## src/rtl/mdu_iter_pkg.sv

```systemverilog
// Shared definitions for the iterative multiply/divide unit:
// M-extension funct3 codes and the FSM state encoding.
package mdu_iter_pkg;

    localparam logic [2:0] F3_MUL    = 3'b000;
    localparam logic [2:0] F3_MULH   = 3'b001;
    localparam logic [2:0] F3_MULHSU = 3'b010;
    localparam logic [2:0] F3_MULHU  = 3'b011;
    localparam logic [2:0] F3_DIV    = 3'b100;
    localparam logic [2:0] F3_DIVU   = 3'b101;
    localparam logic [2:0] F3_REM    = 3'b110;
    localparam logic [2:0] F3_REMU   = 3'b111;

    typedef enum logic [2:0] {
        ST_IDLE = 3'd0,
        ST_MUL  = 3'd1,
        ST_DIV  = 3'd2,
        ST_FIX  = 3'd3,
        ST_RESP = 3'd4
    } state_t;

endpackage

```

## src/rtl/mdu_iter_if.sv

```systemverilog
// Request/response handshake bundle between the execute stage and mdu_iter.
interface mdu_iter_if #(
    parameter int XLEN  = 32,
    parameter int TAG_W = 5
);
    logic             req_valid;
    logic             req_ready;
    logic [2:0]       req_funct3;
    logic [XLEN-1:0]  req_a;
    logic [XLEN-1:0]  req_b;
    logic [TAG_W-1:0] req_tag;
    logic             rsp_valid;
    logic             rsp_ready;
    logic [XLEN-1:0]  rsp_result;
    logic [TAG_W-1:0] rsp_tag;

    modport master (
        output req_valid, req_funct3, req_a, req_b, req_tag, rsp_ready,
        input  req_ready, rsp_valid, rsp_result, rsp_tag
    );

    modport slave (
        input  req_valid, req_funct3, req_a, req_b, req_tag, rsp_ready,
        output req_ready, rsp_valid, rsp_result, rsp_tag
    );
endinterface

```

## src/rtl/mdu_div_step.sv

```systemverilog
// Combinational restoring-division step: retires DIV_STEP quotient bits,
// consuming dividend bits MSB first.
module mdu_div_step #(
    parameter int XLEN     = 32,
    parameter int DIV_STEP = 1
) (
    input  logic [XLEN:0]       rem_in,
    input  logic [XLEN-1:0]     divisor,
    input  logic [DIV_STEP-1:0] dvd_bits,
    output logic [XLEN:0]       rem_out,
    output logic [DIV_STEP-1:0] q_bits
);
    logic [XLEN:0] r;

    // Partial remainder stays below the divisor, so the shifted-out MSB is always zero.
    always_comb begin
        r      = rem_in;
        q_bits = '0;
        for (int unsigned i = 0; i < DIV_STEP; i++) begin
            r = {r[XLEN-1:0], dvd_bits[DIV_STEP-1-i]};
            if (r >= {1'b0, divisor}) begin
                r                      = r - {1'b0, divisor};
                q_bits[DIV_STEP-1-i]   = 1'b1;
            end
        end
        rem_out = r;
    end
endmodule

```

## src/rtl/mdu_iter.sv

```systemverilog
// Parametrised iterative RV32IM multiply/divide unit with early-out,
// flush and response back-pressure.
module mdu_iter
    import mdu_iter_pkg::*;
#(
    parameter int XLEN      = 32,
    parameter int MUL_STEP  = 2,
    parameter int DIV_STEP  = 1,
    parameter int TAG_W     = 5,
    parameter int EARLY_OUT = 1
) (
    input  logic      clk,
    input  logic      rst_n,
    input  logic      flush,
    output logic      busy,
    mdu_iter_if.slave bus
);
    localparam int unsigned MUL_ITERS = XLEN / MUL_STEP;
    localparam int unsigned DIV_ITERS = XLEN / DIV_STEP;
    localparam int unsigned CNT_W     = $clog2(XLEN);

    state_t                state;
    logic [2:0]            f3_q;
    logic [XLEN-1:0]       a_q, b_q, dq, result_q;
    logic [XLEN:0]         rem_q, rem_next;
    logic [2*XLEN-1:0]     acc, acc_next, prod_s;
    logic [TAG_W-1:0]      tag_q;
    logic [CNT_W-1:0]      cnt;
    logic                  neg_q, ovr_q;

    logic                  is_div, a_sign, b_sign, mul_zero, b_zero, div_ovf, div_special, early, res_neg;
    logic [XLEN-1:0]       a_mag, b_mag, special_val, fix_val;
    logic [XLEN+MUL_STEP-1:0]          mul_sum;
    logic [2*XLEN+MUL_STEP-1:0]        mul_wide;
    logic [DIV_STEP-1:0]               q_bits;
    logic [XLEN+DIV_STEP-1:0]          dq_wide;

    // Operand decode for the accept cycle: magnitudes, result sign, trivial cases.
    always_comb begin
        is_div      = bus.req_funct3[2];
        a_sign      = bus.req_a[XLEN-1] && (bus.req_funct3 == F3_MULH || bus.req_funct3 == F3_MULHSU ||
                                            bus.req_funct3 == F3_DIV  || bus.req_funct3 == F3_REM);
        b_sign      = bus.req_b[XLEN-1] && (bus.req_funct3 == F3_MULH || bus.req_funct3 == F3_DIV ||
                                            bus.req_funct3 == F3_REM);
        a_mag       = a_sign ? -bus.req_a : bus.req_a;
        b_mag       = b_sign ? -bus.req_b : bus.req_b;
        res_neg     = 1'b0;
        if (bus.req_funct3 == F3_MULH || bus.req_funct3 == F3_DIV)
            res_neg = a_sign ^ b_sign;
        else if (bus.req_funct3 == F3_MULHSU || bus.req_funct3 == F3_REM)
            res_neg = a_sign;
        mul_zero    = (bus.req_a == '0) || (bus.req_b == '0);
        b_zero      = (bus.req_b == '0);
        div_ovf     = (bus.req_funct3 == F3_DIV || bus.req_funct3 == F3_REM) &&
                      (bus.req_a == {1'b1, {(XLEN-1){1'b0}}}) && (bus.req_b == '1);
        div_special = is_div && (b_zero || div_ovf);
        special_val = '0;
        if (is_div && b_zero)
            special_val = bus.req_funct3[1] ? bus.req_a : '1;
        else if (is_div && div_ovf)
            special_val = bus.req_funct3[1] ? '0 : bus.req_a;
        early       = (EARLY_OUT != 0) && (is_div ? div_special : mul_zero);
    end

    // Shift-add multiply: accumulator high half collects partial products,
    // low half holds the not-yet-consumed multiplier bits.
    always_comb begin
        mul_sum = {{MUL_STEP{1'b0}}, acc[2*XLEN-1:XLEN]};
        for (int unsigned i = 0; i < MUL_STEP; i++) begin
            if (acc[i])
                mul_sum = mul_sum + ({{MUL_STEP{1'b0}}, a_q} << i);
        end
        mul_wide = {mul_sum, acc[XLEN-1:0]};
        acc_next = mul_wide[2*XLEN+MUL_STEP-1:MUL_STEP];
    end

    mdu_div_step #(
        .XLEN     (XLEN),
        .DIV_STEP (DIV_STEP)
    ) u_div_step (
        .rem_in   (rem_q),
        .divisor  (b_q),
        .dvd_bits (dq[XLEN-1 -: DIV_STEP]),
        .rem_out  (rem_next),
        .q_bits   (q_bits)
    );

    assign dq_wide = {dq, q_bits};

    always_comb begin
        prod_s = neg_q ? -acc : acc;
        if (f3_q[2])
            fix_val = f3_q[1] ? (neg_q ? -rem_q[XLEN-1:0] : rem_q[XLEN-1:0])
                              : (neg_q ? -dq : dq);
        else
            fix_val = (f3_q == F3_MUL) ? prod_s[XLEN-1:0] : prod_s[2*XLEN-1:XLEN];
    end

    always_ff @(posedge clk or negedge rst_n) begin
        if (!rst_n) begin
            state    <= ST_IDLE;
            f3_q     <= '0;
            a_q      <= '0;
            b_q      <= '0;
            dq       <= '0;
            rem_q    <= '0;
            acc      <= '0;
            tag_q    <= '0;
            cnt      <= '0;
            neg_q    <= 1'b0;
            ovr_q    <= 1'b0;
            result_q <= '0;
        end else if (flush) begin
            state <= ST_IDLE;
        end else begin
            case (state)
                ST_IDLE: if (bus.req_valid) begin
                    f3_q     <= bus.req_funct3;
                    tag_q    <= bus.req_tag;
                    neg_q    <= res_neg;
                    ovr_q    <= div_special;
                    a_q      <= a_mag;
                    b_q      <= b_mag;
                    acc      <= {{XLEN{1'b0}}, b_mag};
                    dq       <= a_mag;
                    rem_q    <= '0;
                    result_q <= special_val;
                    cnt      <= is_div ? CNT_W'(DIV_ITERS - 1) : CNT_W'(MUL_ITERS - 1);
                    state    <= early ? ST_RESP : (is_div ? ST_DIV : ST_MUL);
                end
                ST_MUL: begin
                    acc <= acc_next;
                    cnt <= cnt - 1'b1;
                    if (cnt == '0)
                        state <= ST_FIX;
                end
                ST_DIV: begin
                    rem_q <= rem_next;
                    dq    <= dq_wide[XLEN-1:0];
                    cnt   <= cnt - 1'b1;
                    if (cnt == '0)
                        state <= ST_FIX;
                end
                ST_FIX: begin
                    // Divide-by-zero / overflow value was preloaded at accept.
                    if (!ovr_q)
                        result_q <= fix_val;
                    state <= ST_RESP;
                end
                ST_RESP: if (bus.rsp_ready)
                    state <= ST_IDLE;
                default: state <= ST_IDLE;
            endcase
        end
    end

    assign bus.req_ready  = (state == ST_IDLE) && !flush;
    assign bus.rsp_valid  = (state == ST_RESP);
    assign bus.rsp_result = result_q;
    assign bus.rsp_tag    = tag_q;
    assign busy           = (state != ST_IDLE);

endmodule

```

## src/flat_wrapper.sv

```systemverilog
// flat-port wrapper written by rule: the top's interface ports become plain ports
module mdu_iter_flat import mdu_iter_pkg::*;
#(
    parameter int XLEN      = 32,
    parameter int MUL_STEP  = 2,
    parameter int DIV_STEP  = 1,
    parameter int TAG_W     = 5,
    parameter int EARLY_OUT = 1
)
  (clk, rst_n, flush, busy, bus_req_valid, bus_req_funct3, bus_req_a, bus_req_b, bus_req_tag, bus_rsp_ready, bus_req_ready, bus_rsp_valid, bus_rsp_result, bus_rsp_tag);
  mdu_iter_if #(.XLEN(XLEN), .TAG_W(TAG_W)) bus_i ();
  input  logic clk;
  input  logic rst_n;
  input  logic flush;
  output logic busy;
  input wire logic [$bits(bus_i.req_valid)-1:0] bus_req_valid;
  input wire logic [$bits(bus_i.req_funct3)-1:0] bus_req_funct3;
  input wire logic [$bits(bus_i.req_a)-1:0] bus_req_a;
  input wire logic [$bits(bus_i.req_b)-1:0] bus_req_b;
  input wire logic [$bits(bus_i.req_tag)-1:0] bus_req_tag;
  input wire logic [$bits(bus_i.rsp_ready)-1:0] bus_rsp_ready;
  output wire logic [$bits(bus_i.req_ready)-1:0] bus_req_ready;
  output wire logic [$bits(bus_i.rsp_valid)-1:0] bus_rsp_valid;
  output wire logic [$bits(bus_i.rsp_result)-1:0] bus_rsp_result;
  output wire logic [$bits(bus_i.rsp_tag)-1:0] bus_rsp_tag;
  assign bus_i.req_valid = bus_req_valid;
  assign bus_i.req_funct3 = bus_req_funct3;
  assign bus_i.req_a = bus_req_a;
  assign bus_i.req_b = bus_req_b;
  assign bus_i.req_tag = bus_req_tag;
  assign bus_i.rsp_ready = bus_rsp_ready;
  assign bus_req_ready = bus_i.req_ready;
  assign bus_rsp_valid = bus_i.rsp_valid;
  assign bus_rsp_result = bus_i.rsp_result;
  assign bus_rsp_tag = bus_i.rsp_tag;
  mdu_iter #(.XLEN(XLEN), .MUL_STEP(MUL_STEP), .DIV_STEP(DIV_STEP), .TAG_W(TAG_W), .EARLY_OUT(EARLY_OUT)) u_core (.clk(clk), .rst_n(rst_n), .flush(flush), .busy(busy), .bus(bus_i));
endmodule
```

## config.mk

```make
export PLATFORM = sky130hd
export DESIGN_NAME = mdu_iter_flat
export DESIGN_NICKNAME = d
export VERILOG_FILES = /design/src/rtl/mdu_iter_pkg.sv /design/src/rtl/mdu_iter_if.sv /design/src/rtl/mdu_div_step.sv /design/src/rtl/mdu_iter.sv /design/src/flat_wrapper.sv
export SDC_FILE = /design/constraint.sdc
export NUM_CORES = 1
export LEC_CHECK = 0
export CORE_MARGIN = 2
export CORE_UTILIZATION = 45
export CTS_CLUSTER_DIAMETER = 80
export DETAILED_ROUTE_END_ITERATION = 7
export PLACE_DENSITY = 0.61
export SYNTH_ARGS = -nofsm -noshare
export SYNTH_HDL_FRONTEND = slang
export SYNTH_SLANG_ARGS = --single-unit
```

## constraint.sdc

```tcl
create_clock -name clk -period 5.6 [get_ports clk]
set_input_delay 1.12 -clock clk [delete_from_list [all_inputs] [get_ports clk]]
set_output_delay 1.12 -clock clk [all_outputs]
set_load 0.01 [all_outputs]
```

# Yosys cells after proc, flatten, opt, wreduce, memory -nomap -nowiden
# Cells that the tools add are included.
op_classes:
  n_mux: 38
  bitwise: 2
  n_addsub: 9
  shift: 0
  eq_ne: 15
  multipliers: 0
  div: 0
  reduce_logical: 35
  n_lt_le_gt_ge: 1
ops:
  columns: ["operator", "count"]
  rows:
  - ["$mux 32", 16]
  - ["$pmux 32 s2", 3]
  - ["$mux 64", 2]
  - ["$neg 32->32", 4]
  - ["$pmux 64 s2", 1]
  - ["$mux 34", 2]
  - ["$eq 32x32->1 const B", 2]
  - ["$logic_not 32->1", 2]
  - ["$neg 64->64", 1]
  - ["$add 34x33->34", 1]
  - ["$add 32x32->33", 1]
  - ["$ge 33x32->1", 1]
  - ["$sub 32x32->32", 1]
  - ["$mux 3", 5]
  - ["$reduce_and 3->1", 5]
  - ["$pmux 3 s4", 1]
  - ["$mux 5", 2]
  - ["$pmux 5 s2", 1]
  - ["$eq 3x2->1 const B", 3]
  - ["$eq 3x3->1 const B", 3]
  - ["$logic_or 1x1->1", 9]
  - ["$logic_and 1x1->1", 8]
  - ["$reduce_bool 2->1", 4]
  - ["$eq 3x1->1 const B", 2]
  - ["other kinds (14)", 20]
word_totals:
  elab_cells: 112
  mem_count: 0
  in_bits: 77
  romBits: 0
  latchBits: 0
  regBits: 242
  out_inout_bits: 40
  ramBits: 0

# Longest topological paths before layout
# Gate-level depths: netlist (run 1).
logic_depth:
  word_depth: 11
  depth_mapped: 24
  depth_no_buf: 23

# Modules after synthesis
# Synthesis (run 1) repeated with hierarchy kept, for this count alone.
unflattened:
  cells_unflattened: 2809
  hier_area_um2: 21489.4
by_module_without_submodules:
  columns: ["mod", "cells_each", "instances", "seq_area_each_um2", "area_per_inst_um2"]
  rows:
  - ["mdu_iter", 2444, 1, 6080.8, 19077.0]
  - ["mdu_div_step", 365, 1, 0.0, 2412.3]

# Worst setup path before layout (run 1)
# OpenSTA, ideal clock, no wires.
synth_timing:
  kind: "register to register"
  startpoint: "register u_core.acc[32]"
  endpoint: "register u_core.acc[62]"
  arrival_ns: 4.666
  path_stages_with_launch: 23
  t_required_ns: 5.474
  setup_slack_ns: 0.808
  setup_time_ns: 0.126
  n_path_buf: 0
  period_less_slack_ns: 4.792
  cell_sequence: "dfrtp_1 ha_1 inv_1 fa_1 nor2b_1 o21ai_0 o21ai_1 a31oi_1 o31a_1 o21ai_0 xor2_1 mux2_2 ha_1 nand3_1 nor3_1 a22oi_1 a31oi_1 a2111oi_0 nor3b_1 o211ai_1 and3_1 o21ba_2 a221o_1"
synth_between:
  elab_chain_len: 5
synth_lines:
  columns: ["item", "line_no", "source"]
  rows:
  - ["from (decl)", "mdu_iter.sv:26", "logic [2*XLEN-1:0] acc, acc_next, prod_s;"]
  - ["from (signal assigned)", "mdu_iter.sv:124", "acc <= {{XLEN{1'b0}}, b_mag};"]
  - ["from (signal assigned)", "mdu_iter.sv:132", "acc <= acc_next;"]
  - ["$add 32x32->33", "mdu_iter.sv:71", "mul_sum = mul_sum + ({{MUL_STEP{1'b0}}, a_q} << i);"]
  - ["$mux 34 (*)", "mdu_iter.sv:70", "if (acc[i])"]
  - ["$add 34x33->34", "mdu_iter.sv:71", null]
  - ["$mux 34 (*)", "mdu_iter.sv:70", null]
  - ["$pmux 64 s2 (*)", "mdu_iter.sv:116", "case (state)"]
# Every way passes the cells marked *; elsewhere a longest branch is shown, timed or not.
# A chain may end at the register's enable or synchronous reset.

# Worst setup path in the final report (run 1)
layout_timing:
  startpoint: "register u_core.a_q[0]"
  endpoint: "register u_core.acc[61]"
layout_between:
  elab_chain_len: 5
layout_lines:
  columns: ["item", "line_no", "source"]
  rows:
  - ["from (decl)", "mdu_iter.sv:24", "logic [XLEN-1:0] a_q, b_q, dq, result_q;"]
  - ["from (signal assigned)", "mdu_iter.sv:122", "a_q <= a_mag;"]
  - ["$add 32x32->33", "mdu_iter.sv:71", null]
  - ["$mux 34", "mdu_iter.sv:70", null]
  - ["$add 34x33->34", "mdu_iter.sv:71", null]
  - ["$mux 34 (*)", "mdu_iter.sv:70", null]
  - ["$pmux 64 s2 (*)", "mdu_iter.sv:116", null]
# Marked as above.

==> summary.txt, run 1 <==
status: finished, final reports clean
CTS H-tree depth: 1
Slew @ Worst Pin: 1.297 ns
antenna-violating nets left: 0
Post-synth EDFFs: 0
clock skew: 0.01712 ns
Initial Util: 45.68%
WL final: 79,890 µm
most frequent CP cell: o21ai_0
TritonRoute pass-1 iters: 6
PwrDens: 632.4 mW/mm²
row cnt: 78
routed len/inst: 23.83 µm
synthesized area per cell: 7.773 µm²
share of the synthesized area in the top cell type: 29.15%
CP max FO: 6
Worst-Skew Late Latency: 0.61 ns
crit path cell chain: ha_1 > inv_1 > fa_1 > nor2b_1 > o21ai_0 > o21ai_2 > a31oi_2 > o31a_1 > o311a_1 > nor3_1 > nor4_1 > a311oi_1 > o21ai_0 > ha_1 > o21ai_0 > or3_1 > o221a_2 > xnor2_1 > a32o_1 > a21o_1
CP max stage delay: 0.45 ns
max-cap viol count: 0
Max VDD drop: 0.0002904 V
final-report max-slew violation count: 0
setup bufs post-CTS: 0
most common cell after layout, fill and taps aside: nand2_1
Leak Pwr: 10.32 nW
All-Layer GR Usage: 32.84%
Die Ht: 218.9 µm
synthesis-to-finish area growth: 13.85%
via count: 21,120
clk slew on worst S/H paths: 0.06 ns
most frequent cells in the layout: nand2_1, o21ai_0, dfrtp_1
fraction of final layout cells sized beyond drive strength 1: 5.998%
top area cells in the synthesized netlist: dfrtp_1, o21ai_0, nand2_1
antenna violations before repair: 4
number of global-route vias before repair: 19,550
final setup TNS: 0 ns
Filler cells: 4,419
number of vias per cell: 6.300
Async SR Flop Fraction: 100.0%
Die Wd: 218.9 µm
final hold vios: 0
Worst path slowest cell: o311a_1
core area: 0.04548 mm²
most used flip-flop cell after synthesis: dfrtp_1
TritonCTS clock tree: yes
first-pass GRT wire length: 120,500 µm
YS warnings: 0
Crit path buffers/inverters: 1
total CTS buffers: 31
Max transition margin: 13.24%
DR DRC count: 0
global route total overflow: 0
fmax: 189.7 MHz
Setup Crit Path Kind: reg -> reg
synth unique cells: 85
RSZ-0062 raised after global routing: no
Tcrit/Tclk final: 94.14%
Worst Hold Class: in -> async
Setup crit end kind: flop
synthesized cell area: 0.02078 mm²
area leader, netlist: dfrtp_1
fin nets: 2,915
worst endpoint data arrival time: 5.77 ns
total power: 0.01496 W
clk buf depth: 3
CTS Hold Buffers Added: 0
delay-heaviest family, CP: compound AO/OA/AOI/OAI gates
CTS root buffer: clkbuf_16
Final GP Congestion: 0.9547
Mapped Nets: 2,858
#FFs+latches synth: 242
register area share after synthesis: 29.15%
Req. time, crit path: 6.10 ns
CP Launch Type: flop
clock sinks: 242
Top Ports: 117
DPL Wire Length: 61,400 µm
Setup Viol. Count Final: 0
largest net degree at the start of global routing: 129
1st-iter DRT viols: 2,317
Hold WS: 0.4624 ns
PortBufs: 116
fin crit period: 5.272 ns
Mapped Cells: 2,673
Die Area: 0.04790 mm²
metrics by stage:
stage / worst slack (ns) / utilization (%) / instances / area (µm²)
final: 0.3284 / 52.01 / 3353 / 23650
after global routing: 0.01423 / 52.00 / 3352 / 23650
after CTS: 0.09796 / 51.93 / 3351 / 23620
after detailed placement: 0.03712 / 49.63 / 3297 / 22570
after global placement: 0.1638 / 49.63 / 3297 / 22570
after floorplan: 0.8080 / - / 2673 / 20780
timing repair:
item	CTS	global route
gates resized for setup	1	7
pin swaps	0	3
gates cloned	0	0
setup endpoints to repair	1	8
hold endpoints to repair	0	0
cell type report:
cell class              instances  area (µm²)  area share [%]
diodes                          2       5.005         0.02116
flip-flops and latches        242        6061           25.62
well taps                     600       750.7           3.174
clock buffers                  41       863.3           3.650
multi-input cells            2204       13920           58.85
repair buffers                166        1554           6.570
inverters                      85       319.1           1.349
clock inverters                13       180.2          0.7617
worst paths after layout:
path | start | endpoint | slack [ns] | cells after the start
max | u_core.a_q[0] | u_core.acc[61] | 0.33 | 20
min | rst_n | u_core.acc[63] | 0.46 | 1
max reg2reg | u_core.a_q[0] | u_core.acc[61] | 0.33 | 20
min reg2reg | u_core.bus.rsp_tag[4] | u_core.bus.rsp_tag[4] | 0.48 | 2
max in group asynchronous | rst_n | u_core.neg_q | 3.82 | 2
min in group clk | u_core.bus.rsp_tag[4] | u_core.bus.rsp_tag[4] | 0.48 | 2
cell families after synthesis:
logic type	Yosys count	share of synthesized area, %
AOI/OAI and AO/OA	897	26.76
xor gates and xnor gates	252	10.62
adders and majority gates	108	6.612
buffers and inverters	227	4.173
DFF	242	29.15
muxes	58	2.963
and+or+nand+nor	889	19.72
worst reg2reg max path: stages, from the launching register on:
cell and delay [ns]:
dfrtp_1 0.39, ha_1 0.22, inv_1 0.06, fa_1 0.38, nor2b_1 0.17, o21ai_0 0.15, o21ai_2 0.22, a31oi_2 0.18
o31a_1 0.40, o311a_1 0.45, nor3_1 0.24, nor4_1 0.09, a311oi_1 0.36, o21ai_0 0.19, ha_1 0.41, o21ai_0 0.15
or3_1 0.32, o221a_2 0.27, xnor2_1 0.12, a32o_1 0.26, a21o_1 0.15
power breakdown:
group / switching [W] / internal, W
clock network: 0.000855 / 0.00126
registers: 0.00115 / 0.00241
logic: 0.00556 / 0.00372
total: 0.00757 / 0.00739
cell usage after synthesis, types with 13 or more instances:
cell type    n
a211oi_1    18
a21o_1      51
a21oi_1    161
a221oi_1    13
a31oi_1     25
and3_1      13
buf_1       13
clkbuf_1   123
dfrtp_1    242
ha_1       105
inv_1       84
mux2_2      18
mux2i_1     39
nand2_1    402
nand2b_1    19
nand3_1     49
nand4_1     24
nor2_1     166
nor2b_1     24
nor3_1      60
nor4_1      25
o211ai_1    23
o21a_1      18
o21ai_0    363
o21ai_1     22
o21bai_1    14
o31ai_1     47
o41ai_1     22
or3_1       36
or4_1       24
xnor2_1    140
xor2_1     112
routing by layer:
| metal | wire length [µm] | GRT usage (%) | vias up |
|---|---|---|---|
| met5 | 18 | 0 | - |
| li1 | - | - | 9795 |
| met3 | 6810 | 6.445 | 180 |
| met4 | 3255 | 12.34 | 2 |
| met2 | 33950 | 49.01 | 986 |
| met1 | 35850 | 46.78 | 10160 |
flip-flops by register name (all words and copies together) (netlist names), 5 cells and up:
register,count
u_core.acc,64
u_core.dq,32
u_core.bus.rsp_tag,5
u_core.a_q,32
u_core.bus.rsp_result,32
u_core.rem_q,32
u_core.cnt,5
u_core.b_q,32
No activity file was read; power rests on OpenSTA's default activity.
==> run 2, diff against run 1 <==
--- a/config.mk
+++ b/config.mk
@@ -9,7 +9,8 @@
 export CORE_UTILIZATION = 45
 export CTS_CLUSTER_DIAMETER = 80
 export DETAILED_ROUTE_END_ITERATION = 7
-export PLACE_DENSITY = 0.61
+export PLACE_DENSITY = 0.63
 export SYNTH_ARGS = -nofsm -noshare
 export SYNTH_HDL_FRONTEND = slang
 export SYNTH_SLANG_ARGS = --single-unit
+export TNS_END_PERCENT = 10
==> constraint.sdc (replaced) <==
create_clock -name clk -period 4.6 [get_ports clk]
set_input_delay 1.38 -clock clk [delete_from_list [all_inputs] [get_ports clk]]
set_output_delay 1.38 -clock clk [all_outputs]
set_load 0.01 [all_outputs]
==> run 2 against run 1 <==
Compared with the run above:
- the run now ends with setup timing left
- die area did not move
- global-route usage rose by 2.2 points
- critical path depth rose by 2
- routed wire length rose by 5.3%
- sequential share of layout area fell by 2.4 points
- worst setup slack got worse by 0.50 ns
- fmax rose by 11%
- largest cell class unchanged
==> summary.txt, run 2 (same netlist as run 1, synthesis figures left out) <==
status: finished, violations left
failing checks: setup timing
Slew @ Worst Pin: 0.9480 ns
sw frac: 49.03%
Tcrit/Tclk final: 103.6%
Max transition margin: 36.80%
fmax: 209.8 MHz
Largest Register: u_core.acc
Setup Crit Path Kind: reg -> reg
FF-to-FF End: u_core.acc[61]
final hold vios: 0
CTS root buffer: clkbuf_16
Initial Util: 45.68%
max reg flops: 64
antenna violations before repair: 2
fraction of final layout cells sized beyond drive strength 1: 15.52%
Max VDD drop: 0.0003624 V
All-Layer GR Usage: 35.00%
hold path start: u_core.bus.rsp_tag[1]
worst endpoint data arrival time: 5.21 ns
clock power share: 13.5%
R2R setup slack: -0.17 ns
routed len/inst: 23.46 µm
Worst-Skew Late Latency: 0.57 ns
first-pass GRT wire length: 128,400 µm
Die Ht: 218.9 µm
PortBufs: 116
clock skew: 0.02326 ns
WL final: 84,090 µm
TritonRoute pass-1 iters: 6
Die Area: 0.04790 mm²
RSZ-0062 raised after global routing: yes
Top Ports: 117
Hold EP: u_core.bus.rsp_tag[1]
core area: 0.04548 mm²
global route total overflow: 0
largest net degree at the start of global routing: 95
final-report max-slew violation count: 0
1st-iter DRT viols: 2,640
Worst Hold Class: reg -> reg
antenna-violating nets left: 0
Setup WS post-layout: -0.1674 ns
fin crit period: 4.767 ns
Gate power share: 66.5%
synthesis-to-finish area growth: 25.57%
PwrDens: 791.5 mW/mm²
clock sinks: 242
DPL Wire Length: 64,720 µm
CP max FO: 5
clk buf depth: 3
total net switching power: 0.01013 W
TritonCTS clock tree: yes
most common cell after layout, fill and taps aside: nand2_1
via count: 22,120
Internal: 0.01052 W
Setup crit end kind: flop
Seq pwr share: 20.0%
row cnt: 78
number of global-route vias before repair: 21,140
Req. time, crit path: 5.05 ns
CTS H-tree depth: 2
CP Launch Type: flop
most frequent cells in the layout: nand2_1, o21ai_0, buf_4
Filler cells: 4,330
total power: 0.02065 W
Final GP Congestion: 0.9714
clk slew on worst S/H paths: 0.06 ns
Reg2Reg Depth: 22
Critical R2R Launch: u_core.a_q[0]
Util after Layout: 57.36%
DR DRC count: 0
Leak Pwr: 11.60 nW
Hold Path Stages: 2
fin nets: 3,143
number of vias per cell: 6.170
Die Wd: 218.9 µm
max-cap viol count: 0
total CTS buffers: 34
Setup Viol. Count Final: 6
## run 2: changes by cell type in the layout (fill, tap and decap cells not counted), sizes merged
cell,delta
clkbuf,+3
diode,-1
clkinv,+2
buf,+225
clkinvlp,+2
## run 2: cell type report
type	instances	area, µm²	share of cell area [%]
Multi-Input combinational cell	2204	14450	55.37
Tap cell	600	750.7	2.878
Sequential cell	242	6061	23.23
Timing Repair Buffer	391	3354	12.86
Clock inverter	17	226.5	0.8681
Inverter	85	319.1	1.223
Antenna cell	1	2.502	0.009592
Clock buffer	44	929.6	3.563
## run 2: how the worst max path moves through the flow
stage / startpoint / to / depth (start not counted)
6_report: u_core.a_q[0] / u_core.acc[61] / 22
5_1_grt: u_core.a_q[0] / u_core.acc[61] / 22
4_1_cts: u_core.a_q[0] / u_core.acc[60] / 23
3_5_place_dp: u_core.a_q[6] / u_core.acc[60] / 22
3_3_place_gp: u_core.a_q[6] / u_core.acc[60] / 22
2_1_floorplan: u_core.acc[32] / u_core.acc[61] / 20
## run 2: repair_timing
action / 4_1_cts / 5_1_grt
gates cloned: 0 / 0
endpoints found under the setup margin: 16 / 19
gates resized for setup: 58 / 51
hold buffers: 0 / 0
pin swaps: 23 / 27
buffers inserted: 9 / 3
## run 2: layer usage
metal | vias up | global-route usage (%) | part of all wire, %
met5 | - | 0 | 0
met4 | 0 | 12.07 | 3.6
met3 | 163 | 6.445 | 8.7
met2 | 995 | 53.62 | 43
met1 | 10700 | 49.42 | 44
li1 | 10260 | - | -
## run 2: critical path, stage by stage (launching register included)
cell      delay, ns
dfrtp_1        0.36
ha_2           0.20
inv_2          0.04
fa_2           0.36
nor2b_4        0.14
o21ai_2        0.07
o21ai_2        0.14
a31oi_1        0.09
buf_4          0.17
o31a_1         0.36
buf_4          0.19
o311a_4        0.34
nor3_4         0.19
nor4_2         0.07
a311oi_1       0.30
o21ai_1        0.12
ha_1           0.32
o21ai_1        0.09
or3_1          0.31
o221a_2        0.27
xnor2_1        0.12
a32o_1         0.25
a21o_1         0.15
## run 2: power by group through the flow
stage	Combinational [W]	Clock [W]	Sequential, W
detailed placement	0.0126	0	0.00410
CTS	0.0131	0.00282	0.00409
global route	0.0149	0.00290	0.00424
finish	0.0137	0.00279	0.00414
floorplan	0.00822	0	0.00374
global placement	0.0125	0	0.00408
## run 2: metrics by stage
stage	hold slack [ns]	TNS, ns	cells	cell area [µm²]	worst slack [ns]
after CTS	0.4754	-0.9592	3580	25800	-0.1606
after global routing	0.5030	-2.721	3583	26090	-0.2875
after floorplan	0.4447	0	2673	20800	0.004330
after global placement	0.4583	-4.121	3510	24290	-0.5460
final	0.4713	-0.4560	3584	26090	-0.1674
after detailed placement	0.4612	-5.306	3510	24290	-0.5770
